## src/rtl/spi_master_frame.sv

```systemverilog
// Full-duplex SPI master: sends one CS_N frame of frame_len DATA_W-bit words, MSB first,
// with runtime CPOL/CPHA and SCK divider; every captured MISO word is returned on rx_data.
//   state     | meaning
//   S_IDLE    | CS_N high, waiting for start
//   S_SETUP   | CS_N low, setup delay before the first word
//   S_LOAD    | tx_ready high, waiting for a TX word (frame stretches on underrun)
//   S_SHIFT   | 2*DATA_W SCK half-periods, then word end
//   S_GAP     | idle SCK between words
//   S_HOLD    | CS_N low after the last SCK edge
//   S_RECOVER | CS_N high minimum idle, busy still set
module spi_master_frame #(
  parameter int DATA_W   = 8,
  parameter int DIV_W    = 8,
  parameter int LEN_W    = 8,
  parameter int CS_SETUP = 16,
  parameter int CS_HOLD  = 16,
  parameter int CS_IDLE  = 32,
  parameter int WORD_GAP = 1
) (
  input  logic              clk,
  input  logic              rst,
  input  logic              start,
  input  logic              cpol,
  input  logic              cpha,
  input  logic [DIV_W-1:0]  clk_div,
  input  logic [LEN_W-1:0]  frame_len,
  input  logic [DATA_W-1:0] tx_data,
  input  logic              tx_valid,
  output logic              tx_ready,
  output logic [DATA_W-1:0] rx_data,
  output logic              rx_valid,
  output logic              busy,
  output logic              done,
  output logic              CS_N,
  output logic              SCK,
  output logic              MOSI,
  input  logic              MISO
);

  // Setup count absorbs the LOAD handshake and one div=1 half-period, hold absorbs the
  // word-end cycle, so CS_N-to-edge and edge-to-CS_N land on exactly CS_SETUP / CS_HOLD.
  localparam int SETUP_N = (CS_SETUP > 3) ? CS_SETUP - 3 : 0;
  localparam int HOLD_N  = (CS_HOLD > 2) ? CS_HOLD - 2 : 0;
  localparam int IDLE_N  = (CS_IDLE > 1) ? CS_IDLE - 1 : 0;
  localparam int GAP_N   = (WORD_GAP > 1) ? WORD_GAP - 1 : 0;
  localparam int DIV_MAX = (1 << DIV_W) - 1;
  localparam int T_M1    = (SETUP_N > HOLD_N) ? SETUP_N : HOLD_N;
  localparam int T_M2    = (IDLE_N > GAP_N) ? IDLE_N : GAP_N;
  localparam int T_M3    = (T_M1 > T_M2) ? T_M1 : T_M2;
  localparam int T_MAX   = (T_M3 > DIV_MAX) ? T_M3 : DIV_MAX;
  localparam int TMR_W   = $clog2(T_MAX + 1);
  localparam int HC_W    = $clog2(2 * DATA_W + 1);

  localparam logic [TMR_W-1:0] SETUP_T = TMR_W'(SETUP_N);
  localparam logic [TMR_W-1:0] HOLD_T  = TMR_W'(HOLD_N);
  localparam logic [TMR_W-1:0] IDLE_T  = TMR_W'(IDLE_N);
  localparam logic [TMR_W-1:0] GAP_T   = TMR_W'(GAP_N);
  localparam logic [HC_W-1:0]  HC_LAST = HC_W'(2 * DATA_W - 1);
  localparam logic [HC_W-1:0]  HC_END  = HC_W'(2 * DATA_W);

  typedef enum logic [2:0] {
    S_IDLE, S_SETUP, S_LOAD, S_SHIFT, S_GAP, S_HOLD, S_RECOVER
  } state_t;

  state_t             state;
  logic               cpol_q, cpha_q;
  logic [DIV_W-1:0]   div_m1;
  logic [LEN_W-1:0]   words_left;
  logic [TMR_W-1:0]   tmr;
  logic [HC_W-1:0]    hcnt;
  logic [DATA_W-1:0]  tx_sh, rx_sh;

  always_ff @(posedge clk or posedge rst) begin
    if (rst) begin
      state      <= S_IDLE;
      cpol_q     <= 1'b0;
      cpha_q     <= 1'b0;
      div_m1     <= '0;
      words_left <= '0;
      tmr        <= '0;
      hcnt       <= '0;
      tx_sh      <= '0;
      rx_sh      <= '0;
      tx_ready   <= 1'b0;
      rx_data    <= '0;
      rx_valid   <= 1'b0;
      busy       <= 1'b0;
      done       <= 1'b0;
      CS_N       <= 1'b1;
      SCK        <= 1'b0;
      MOSI       <= 1'b0;
    end else begin
      rx_valid <= 1'b0;
      done     <= 1'b0;
      case (state)
        S_IDLE: begin
          if (start && frame_len != '0) begin
            cpol_q     <= cpol;
            cpha_q     <= cpha;
            div_m1     <= (clk_div == '0) ? '0 : clk_div - 1'b1;
            words_left <= frame_len;
            busy       <= 1'b1;
            CS_N       <= 1'b0;
            SCK        <= cpol;
            tmr        <= SETUP_T;
            state      <= S_SETUP;
          end
        end
        S_SETUP, S_GAP: begin
          if (tmr == '0) begin
            tx_ready <= 1'b1;
            state    <= S_LOAD;
          end else begin
            tmr <= tmr - 1'b1;
          end
        end
        S_LOAD: begin
          if (tx_valid) begin
            tx_ready <= 1'b0;
            if (!cpha_q) begin
              MOSI  <= tx_data[DATA_W-1];
              tx_sh <= {tx_data[DATA_W-2:0], 1'b0};
            end else begin
              tx_sh <= tx_data;
            end
            hcnt  <= '0;
            tmr   <= TMR_W'(div_m1);
            state <= S_SHIFT;
          end
        end
        S_SHIFT: begin
          if (hcnt == HC_END) begin
            rx_data  <= rx_sh;
            rx_valid <= 1'b1;
            if (words_left == LEN_W'(1)) begin
              tmr   <= HOLD_T;
              state <= S_HOLD;
            end else begin
              words_left <= words_left - 1'b1;
              if (WORD_GAP == 0) begin
                tx_ready <= 1'b1;
                state    <= S_LOAD;
              end else begin
                tmr   <= GAP_T;
                state <= S_GAP;
              end
            end
          end else if (tmr == '0) begin
            SCK  <= ~SCK;
            hcnt <= hcnt + 1'b1;
            tmr  <= TMR_W'(div_m1);
            // even hcnt = leading edge; sample on the edge matching cpha, shift on the other
            if (hcnt[0] == cpha_q) begin
              rx_sh <= {rx_sh[DATA_W-2:0], MISO};
            end else if (hcnt != HC_LAST) begin
              MOSI  <= tx_sh[DATA_W-1];
              tx_sh <= {tx_sh[DATA_W-2:0], 1'b0};
            end
          end else begin
            tmr <= tmr - 1'b1;
          end
        end
        S_HOLD: begin
          if (tmr == '0) begin
            CS_N  <= 1'b1;
            done  <= 1'b1;
            tmr   <= IDLE_T;
            state <= S_RECOVER;
          end else begin
            tmr <= tmr - 1'b1;
          end
        end
        S_RECOVER: begin
          if (tmr == '0) begin
            busy  <= 1'b0;
            state <= S_IDLE;
          end else begin
            tmr <= tmr - 1'b1;
          end
        end
        default: state <= S_IDLE;
      endcase
    end
  end

endmodule

```

## config.mk

```make
export PLATFORM = sky130hd
export DESIGN_NAME = spi_master_frame
export DESIGN_NICKNAME = d
export VERILOG_FILES = /design/src/rtl/spi_master_frame.sv
export SDC_FILE = /design/constraint.sdc
export NUM_CORES = 1
export LEC_CHECK = 0
export CAP_MARGIN = 20
export CELL_PAD_IN_SITES_DETAIL_PLACEMENT = 0
export CELL_PAD_IN_SITES_GLOBAL_PLACEMENT = 1
export CORE_MARGIN = 5
export CORE_UTILIZATION = 43
export DETAILED_ROUTE_END_ITERATION = 12
export GPL_TIMING_DRIVEN = 0
export PLACE_DENSITY = 0.77
export SETUP_SLACK_MARGIN = 0.05
export SYNTH_ARGS = -nofsm -noshare
export SYNTH_HDL_FRONTEND = slang
export SYNTH_SLANG_ARGS = --single-unit
export TNS_END_PERCENT = 1
```

## constraint.sdc

```tcl
create_clock -name clk -period 3.06 [get_ports clk]
set_input_delay 0.612 -clock clk [delete_from_list [all_inputs] [get_ports clk]]
set_output_delay 0.612 -clock clk [all_outputs]
set_load 0.02 [all_outputs]
```

==> qor.csv, run 1 <==
stage,metric,value,unit
place,place_ws,32.2,ps
global_route,overflow,0,
synthesis,synth_top_cell_area_share,41.8,%
clocking,htreeDepth,3,
pwr,leakage,0.00191,uW
timing,slew-limit-headroom,40.9,%
routing,drt_iter0_markers,125,
run,drv_cap,0,
setup_path,path_max_fanout,10,
synthesis,async_reset_ff_share,100,%
clocking,clk_pin_slew,70,ps
outcome,status,completed,
cells_and_area,area.growth.synth_to_final,20.6,%
clocking,numCtsBuffers,9,
synthesis,yosysMostFrequentCell,nand2_1,
place,portBuffers,45,
cells_and_area,num-nets-final,512,
timing,fin_crit_sh,88.8,%
floorplanning,initial_core_util,43.7,%
setup_path,critPathLaunchType,flop,
synthesis,syn-num-nets,455,
global_route,grt_max_degree,34,
global_route,grt_pass1_wl,16100,um
global_route,antenna_found_initial,0,
cells_and_area,n_fill_cell,827,
routing,firstDrtPassIters,4,
pwr,p_per_area,826,nW/um2
floorplanning,fp.dieArea,10700,um2
setup_path,required,3290,ps
clocking,cts_setup_buffers,0,
setup_path,critical_path_class,flop to flop,
cells_and_area,n_antenna_cell,0,
clocking,cts.repair.resized,0,
clocking,postCtsHoldBufs,0,
setup_path,crit_start,tmr[0]$_DFFE_PP0P_,
synthesis,ys_top_cells_by_area,"dfrtp_1 (42%), nand2_1 (6.4%), a21oi_1 (4.1%)",
pwr,p_total,3750,uW
synthesis,ys_seq_elements,64,
floorplanning,die_w,104,um
timing,max_freq,368,MHz
synthesis,synth_cell_types,67,
timing,tightest_slew,878,ps
synthesis,yosysTopAreaCell,dfrtp_1,
setup_path,r2r_slack,340,ps
timing,fin_skew,11.0,ps
clocking,cts_sinks,64,
synthesis,synth_warnings,0,
timing,fin_crit,2720,ps
synthesis,avgSynthCellArea,9.07,um2
timing,finalSetupViolations,0,
cells_and_area,final_cells,585,
routing,drc,0,
timing,finalHoldViolCount,0,
timing,finalSetupTns,0,ps
timing,grt_setup_unrepaired,false,
floorplanning,io_pins,46,
global_route,track_usage,18.0,%
clocking,root_buffer,clkbuf_8,
routing,drtAntennaViolNets,0,
clocking,clkLatencyLatePin,340,ps
synthesis,synth-edff-count,0,
timing,hold_slack,473,ps
global_route,grt_pass1_vias,3290,
floorplanning,dieHeight,104,um
synthesis,syn_inst,416,
synthesis,seq_area_frac_synth,42.5,%
cells_and_area,drive_gt1_share,7.97,%
setup_path,cp-end-kind,flop,
routing,routed_wl,9540,um
timing,setup_ws,342,ps
worst_hold_path,hp-start,rx_data[7]$_DFFE_PP0P_,
worst_hold_path,hold_class,flop to flop,
synthesis,syn_area,3770,um2
clocking,cts_tree,done,
routing,vias,3275,
synthesis,yosys_most_used_dff,dfrtp_1,
routing,via_per_inst,5.60,
setup_path,r2r_start,tmr[0]$_DFFE_PP0P_,
floorplanning,coreArea,8640,um2
setup_path,arrival,2950,ps
routing,wl_per_cell,16.3,um
place,gp_congestion,0.864,
synthesis,synthTopCellsByCount,"nand2_1 (64), dfrtp_1 (63), a21oi_1 (31)",
place,dp_hpwl,7120,um
place,dp_cells,570,
timing,drv_slew,0,
pwr,ir_drop,0.000377,V
floorplanning,rows,34,
clocking,clock_path_buffers,2,
## metrics by stage
step,area [um2],util (%)
5_1_grt,4550,52.7
6_report,4550,52.7
3_5_place_dp,4380,50.7
2_1_floorplan,3770,-
3_3_place_gp,4360,50.4
4_1_cts,4550,52.7
## per-layer routing
layer / wire (um) / GRT usage, %
met5: 0 / 0
met4: 130 / 6.94
met3: 424 / 3.42
met2: 4430 / 28.1
met1: 4560 / 24.8
## cell families (layout without fill, tap and decap cells)
| family | Yosys count | in the layout | share of synthesized area (%) |
|---|---|---|---|
| AOI/OAI and AO/OA | 128 | 128 | 22.8 |
| xor gates and xnor gates | 10 | 10 | 2.32 |
| adders and majority gates | 8 | 8 | 2.65 |
| buffers and inverters | 37 | 98 | 4.45 |
| DFF | 64 | 64 | 42.5 |
| muxes | 21 | 21 | 6.24 |
| and+or+nand+nor | 148 | 148 | 19.0 |
## cell usage in the layout, fill, tap and decap left out, types with 5 or more instances in the layout
| master | netlist | layout |
|---|---|---|
| nand2_1 | 64 | 64 |
| dfrtp_1 | 63 | 63 |
| nor3_1 | 9 | 9 |
| nor2_1 | 29 | 29 |
| nand2b_1 | 5 | 5 |
| nand3_1 | 9 | 9 |
| inv_1 | 13 | 12 |
| o211ai_1 | 5 | 5 |
| buf_2 | 5 | 5 |
| o21ai_0 | 20 | 20 |
| xnor2_1 | 7 | 7 |
| mux2i_1 | 10 | 10 |
| a21oi_1 | 31 | 31 |
| clkdlybuf4s50_1 | 0 | 45 |
| clkbuf_1 | 13 | 13 |
| ha_1 | 8 | 8 |
| a31oi_1 | 8 | 8 |
| mux2_1 | 9 | 9 |
| o21ai_1 | 23 | 23 |
| clkbuf_8 | 0 | 10 |
| a32o_1 | 6 | 6 |
## state kept, by name, indices dropped and copies added (netlist names), 3 cells and up
| register | flops |
|---|---|
| div_m1 | 8 |
| hcnt | 5 |
| rx_data | 8 |
| rx_sh | 8 |
| state | 3 |
| tmr | 8 |
| tx_sh | 8 |
| words_left | 8 |
## critical path, stage by stage (launching register included)
cell,delay (ps)
dfrtp_1,430
inv_1,150
ha_1,240
nor3b_1,410
nand2_2,240
or3_1,380
buf_1,200
and2_4,210
buf_6,130
a32o_1,220
## report_power, final
part	switching, uW	total [uW]	internal [uW]	leakage, uW
Combinational	1070	1790	723	0.00101
Clock	333	643	310	0.0000841
Sequential	228	1320	1090	0.000819
Total	1630	3750	2120	0.00191
## layout make-up
type	instances	area [um2]	area share [%]
Clock buffer	10	138	3.03
Multi-Input combinational cell	315	2000	44.0
Tap cell	108	135	2.97
Inverter	15	56.3	1.24
Buffer	22	111	2.45
Timing Repair Buffer	46	470	10.3
Sequential cell	64	1600	35.2
Clock inverter	5	33.8	0.743
## path summary, 6_finish.rpt
check | endpoint | cells after the start
max | tmr[5]$_DFFE_PP0P_ | 9
min | rx_data[7]$_DFFE_PP0P_ | 2
max reg2reg | tmr[5]$_DFFE_PP0P_ | 9
min reg2reg | rx_data[7]$_DFFE_PP0P_ | 2
max in group asynchronous | CS_N$_DFFE_PP1P_ | 3
min in group asynchronous | tx_sh[5]$_DFFE_PP0P_ | 2
Note: power is estimated with default switching activity, not from simulation.
==> inputs of run 2 (changes only) <==
- CORE_UTILIZATION: 43 -> 46
- PLACE_DENSITY: 0.77 -> 0.82
- clock period: 3.06 -> 3.22 ns (I/O delays scaled with it)
==> qor.csv, run 2 (same netlist as run 1, synthesis figures left out) <==
stage,metric,value,unit,change
cells_and_area,area.growth.synth_to_final,21.4,%,was 20.6%
setup_path,critical_path_class,input port to flop,,was flop to flop
setup_path,regToRegEndpoint,tmr[5]$_DFFE_PP0P_,,unchanged
timing,fin_crit,2700,ps,
setup_path,arrival,2920,ps,was 2950 ps
routing,via_per_inst,5.62,,was 5.60
global_route,grt_pass1_vias,3305,,was 3290
clocking,clk_pin_slew,70,ps,about the same
timing,finalSetupTns,0,ps,unchanged
place,dp_hpwl,6960,um,was 7120 um
setup_path,crit_chain,clkdlybuf4s50_1 -> nor4_1 -> a211o_1 -> a32oi_4 -> and2_4 -> buf_6 -> a32o_1,,was inv_1 -> ha_1 -> nor3b_1 -> nand2_2 -> or3_1 -> buf_1 -> and2_4 -> buf_6 -> a32o_1
setup_path,crit_start,frame_len[6],,was tmr[0]$_DFFE_PP0P_
global_route,grt_pass1_wl,15900,um,was 16100 um
setup_path,critPathLaunchType,input port,,was flop
worst_hold_path,hp-start,rx_data[6]$_DFFE_PP0P_,,was rx_data[7]$_DFFE_PP0P_
floorplanning,initial_core_util,46.6,%,was 43.7%
cells_and_area,drive_gt1_share,8.16,%,was 7.97%
setup_path,max_stage_delay,750,ps,was 430 ps
timing,max_freq,371,MHz,
setup_path,path_max_fanout,9,,was 10
floorplanning,die_w,101,um,was 104 um
run,drv_cap,0,,unchanged
worst_hold_path,hold_class,flop to flop,,unchanged
routing,drt_iter0_markers,187,,was 125
floorplanning,dieHeight,101,um,was 104 um
cells_and_area,most-common-layout-cells,"nand2_1 (64), dfrtp_1 (63), clkdlybuf4s50_1 (45), a21oi_1 (31), nor2_1 (29)",,unchanged
routing,drtAntennaViolNets,0,,unchanged
timing,tightest_slew,845,ps,was 878 ps
setup_path,r2r_start,tmr[0]$_DFFE_PP0P_,,unchanged
pwr,p_per_area,798,nW/um2,was 826 nW/um2
floorplanning,coreArea,8090,um2,was 8640 um2
clocking,cts_sinks,64,,unchanged
setup_path,critPathTopFamily,simple AND/OR/NAND/NOR gates,,unchanged
pwr,ir_drop,0.000320,V,was 0.000377 V
global_route,grt_max_degree,35,,was 34
clocking,postCtsHoldBufs,0,,unchanged
worst_hold_path,whs_path_depth,2,,unchanged
floorplanning,io_pins,46,,unchanged
setup_path,cp-end-kind,flop,,unchanged
cells_and_area,n_antenna_cell,0,,unchanged
place,gp_congestion,0.823,,was 0.864
place,dp_cells,567,,was 570
place,portBuffers,45,,unchanged
clocking,cts.repair.resized,0,,unchanged
cells_and_area,num-nets-final,512,,unchanged
timing,finalHoldViolCount,0,,unchanged
routing,drc,0,,unchanged
timing,drv_slew,0,,unchanged
cells_and_area,n_fill_cell,788,,was 827
clocking,cts_tree,done,,unchanged
global_route,track_usage,19.8,%,was 18.0%
outcome,status,completed,,unchanged
routing,firstDrtPassIters,5,,was 4
floorplanning,rows,33,,was 34
global_route,overflow,0,,unchanged
setup_path,required,3450,ps,was 3290 ps
floorplanning,fp.dieArea,10100,um2,was 10700 um2
timing,finalSetupViolations,0,,unchanged
cells_and_area,final_common_cell,nand2_1,,unchanged
routing,vias,3277,,was 3275
clocking,clkLatencyLatePin,340,ps,about the same
timing,fin_skew,9.52,ps,was 11.0 ps
routing,wl_per_cell,16.0,um,was 16.3 um
timing,fin_crit_sh,83.7,%,
timing,grt_setup_unrepaired,false,,unchanged
setup_path,crit_slowest_cell,nor4_1,,was dfrtp_1
timing,slew-limit-headroom,43.2,%,was 40.9%
setup_path,rr_worst_depth,9,,unchanged
clocking,numCtsBuffers,9,,unchanged
pwr,leakage,0.00193,uW,was 0.00191 uW
clocking,htreeDepth,3,,unchanged
routing,routed_wl,9330,um,was 9540 um
cells_and_area,final_cells,583,,was 585
global_route,antenna_found_initial,0,,unchanged
setup_path,worst-path-buf-inv,2,,was 3
clocking,cts_setup_buffers,0,,unchanged
clocking,clock_path_buffers,2,,unchanged
setup_path,r2r_slack,580,ps,was 340 ps
worst_hold_path,min_to,rx_data[6]$_DFFE_PP0P_,,was rx_data[7]$_DFFE_PP0P_
clocking,root_buffer,clkbuf_8,,unchanged
[run 2: cell types whose count changed in the layout (fill, tap and decap cells not counted)]
cell       previous run  this run
clkbuf_8             10        11
bufinv_16             0         1
clkinv_4              1         0
[run 2: how the worst max path moves through the flow]
stage               slack (ps)  cells after the start               endpoint
floorplan                  920                      9     tmr[5]$_DFFE_PP0P_
global placement          -140                      2  div_m1[0]$_DFFE_PP0P_
global route               410                      8       MOSI$_DFFE_PP0P_
finish                     520                      7     tmr[5]$_DFFE_PP0P_
CTS                        530                      7     tmr[5]$_DFFE_PP0P_
detailed placement         170                      7     tmr[5]$_DFFE_PP0P_
[run 2: layout make-up]
type                       count  area [um2]  share of cell area (%)
multi-input combinational    315        2000                    43.7
inverter                      15        56.3                    1.23
timing repair buffer          46         470                    10.3
clock inverter                 5        55.1                    1.20
clock buffer                  11         151                    3.31
sequential                    64        1600                    35.0
tap                          105         131                    2.87
buffer                        22         111                    2.43
[run 2: stage by stage]
step	worst slack, ps	total power (uW)	hold WS, ps	util (%)	instance area (um2)
after floorplan	922	2470	432	-	3770
after global placement	-137	2900	456	53.8	4350
after detailed placement	174	2940	463	54.0	4370
after CTS	534	3660	480	56.6	4580
after global routing	405	3940	508	56.6	4580
final	524	3660	474	56.6	4580
[run 2: power by group]
part	internal, uW	switching, uW	total [uW]
sequential	1040	217	1250
clock	397	323	720
combinational	686	996	1680
[run 2: worst min-delay path, stage by stage, from the launching register on]
cell and delay, ps:
dfrtp_1 340, nand2_1 50, nand2_1 50
[run 2: metal layers]
metal | vias to the layer above | share of wire (%) | global-route usage (%)
li1 | 1627 | - | -
met1 | 1557 | 48 | 28.0
met2 | 79 | 46 | 30.6
met3 | 14 | 4.4 | 3.39
met4 | 0 | 1.5 | 7.15
met5 | - | 0 | 0
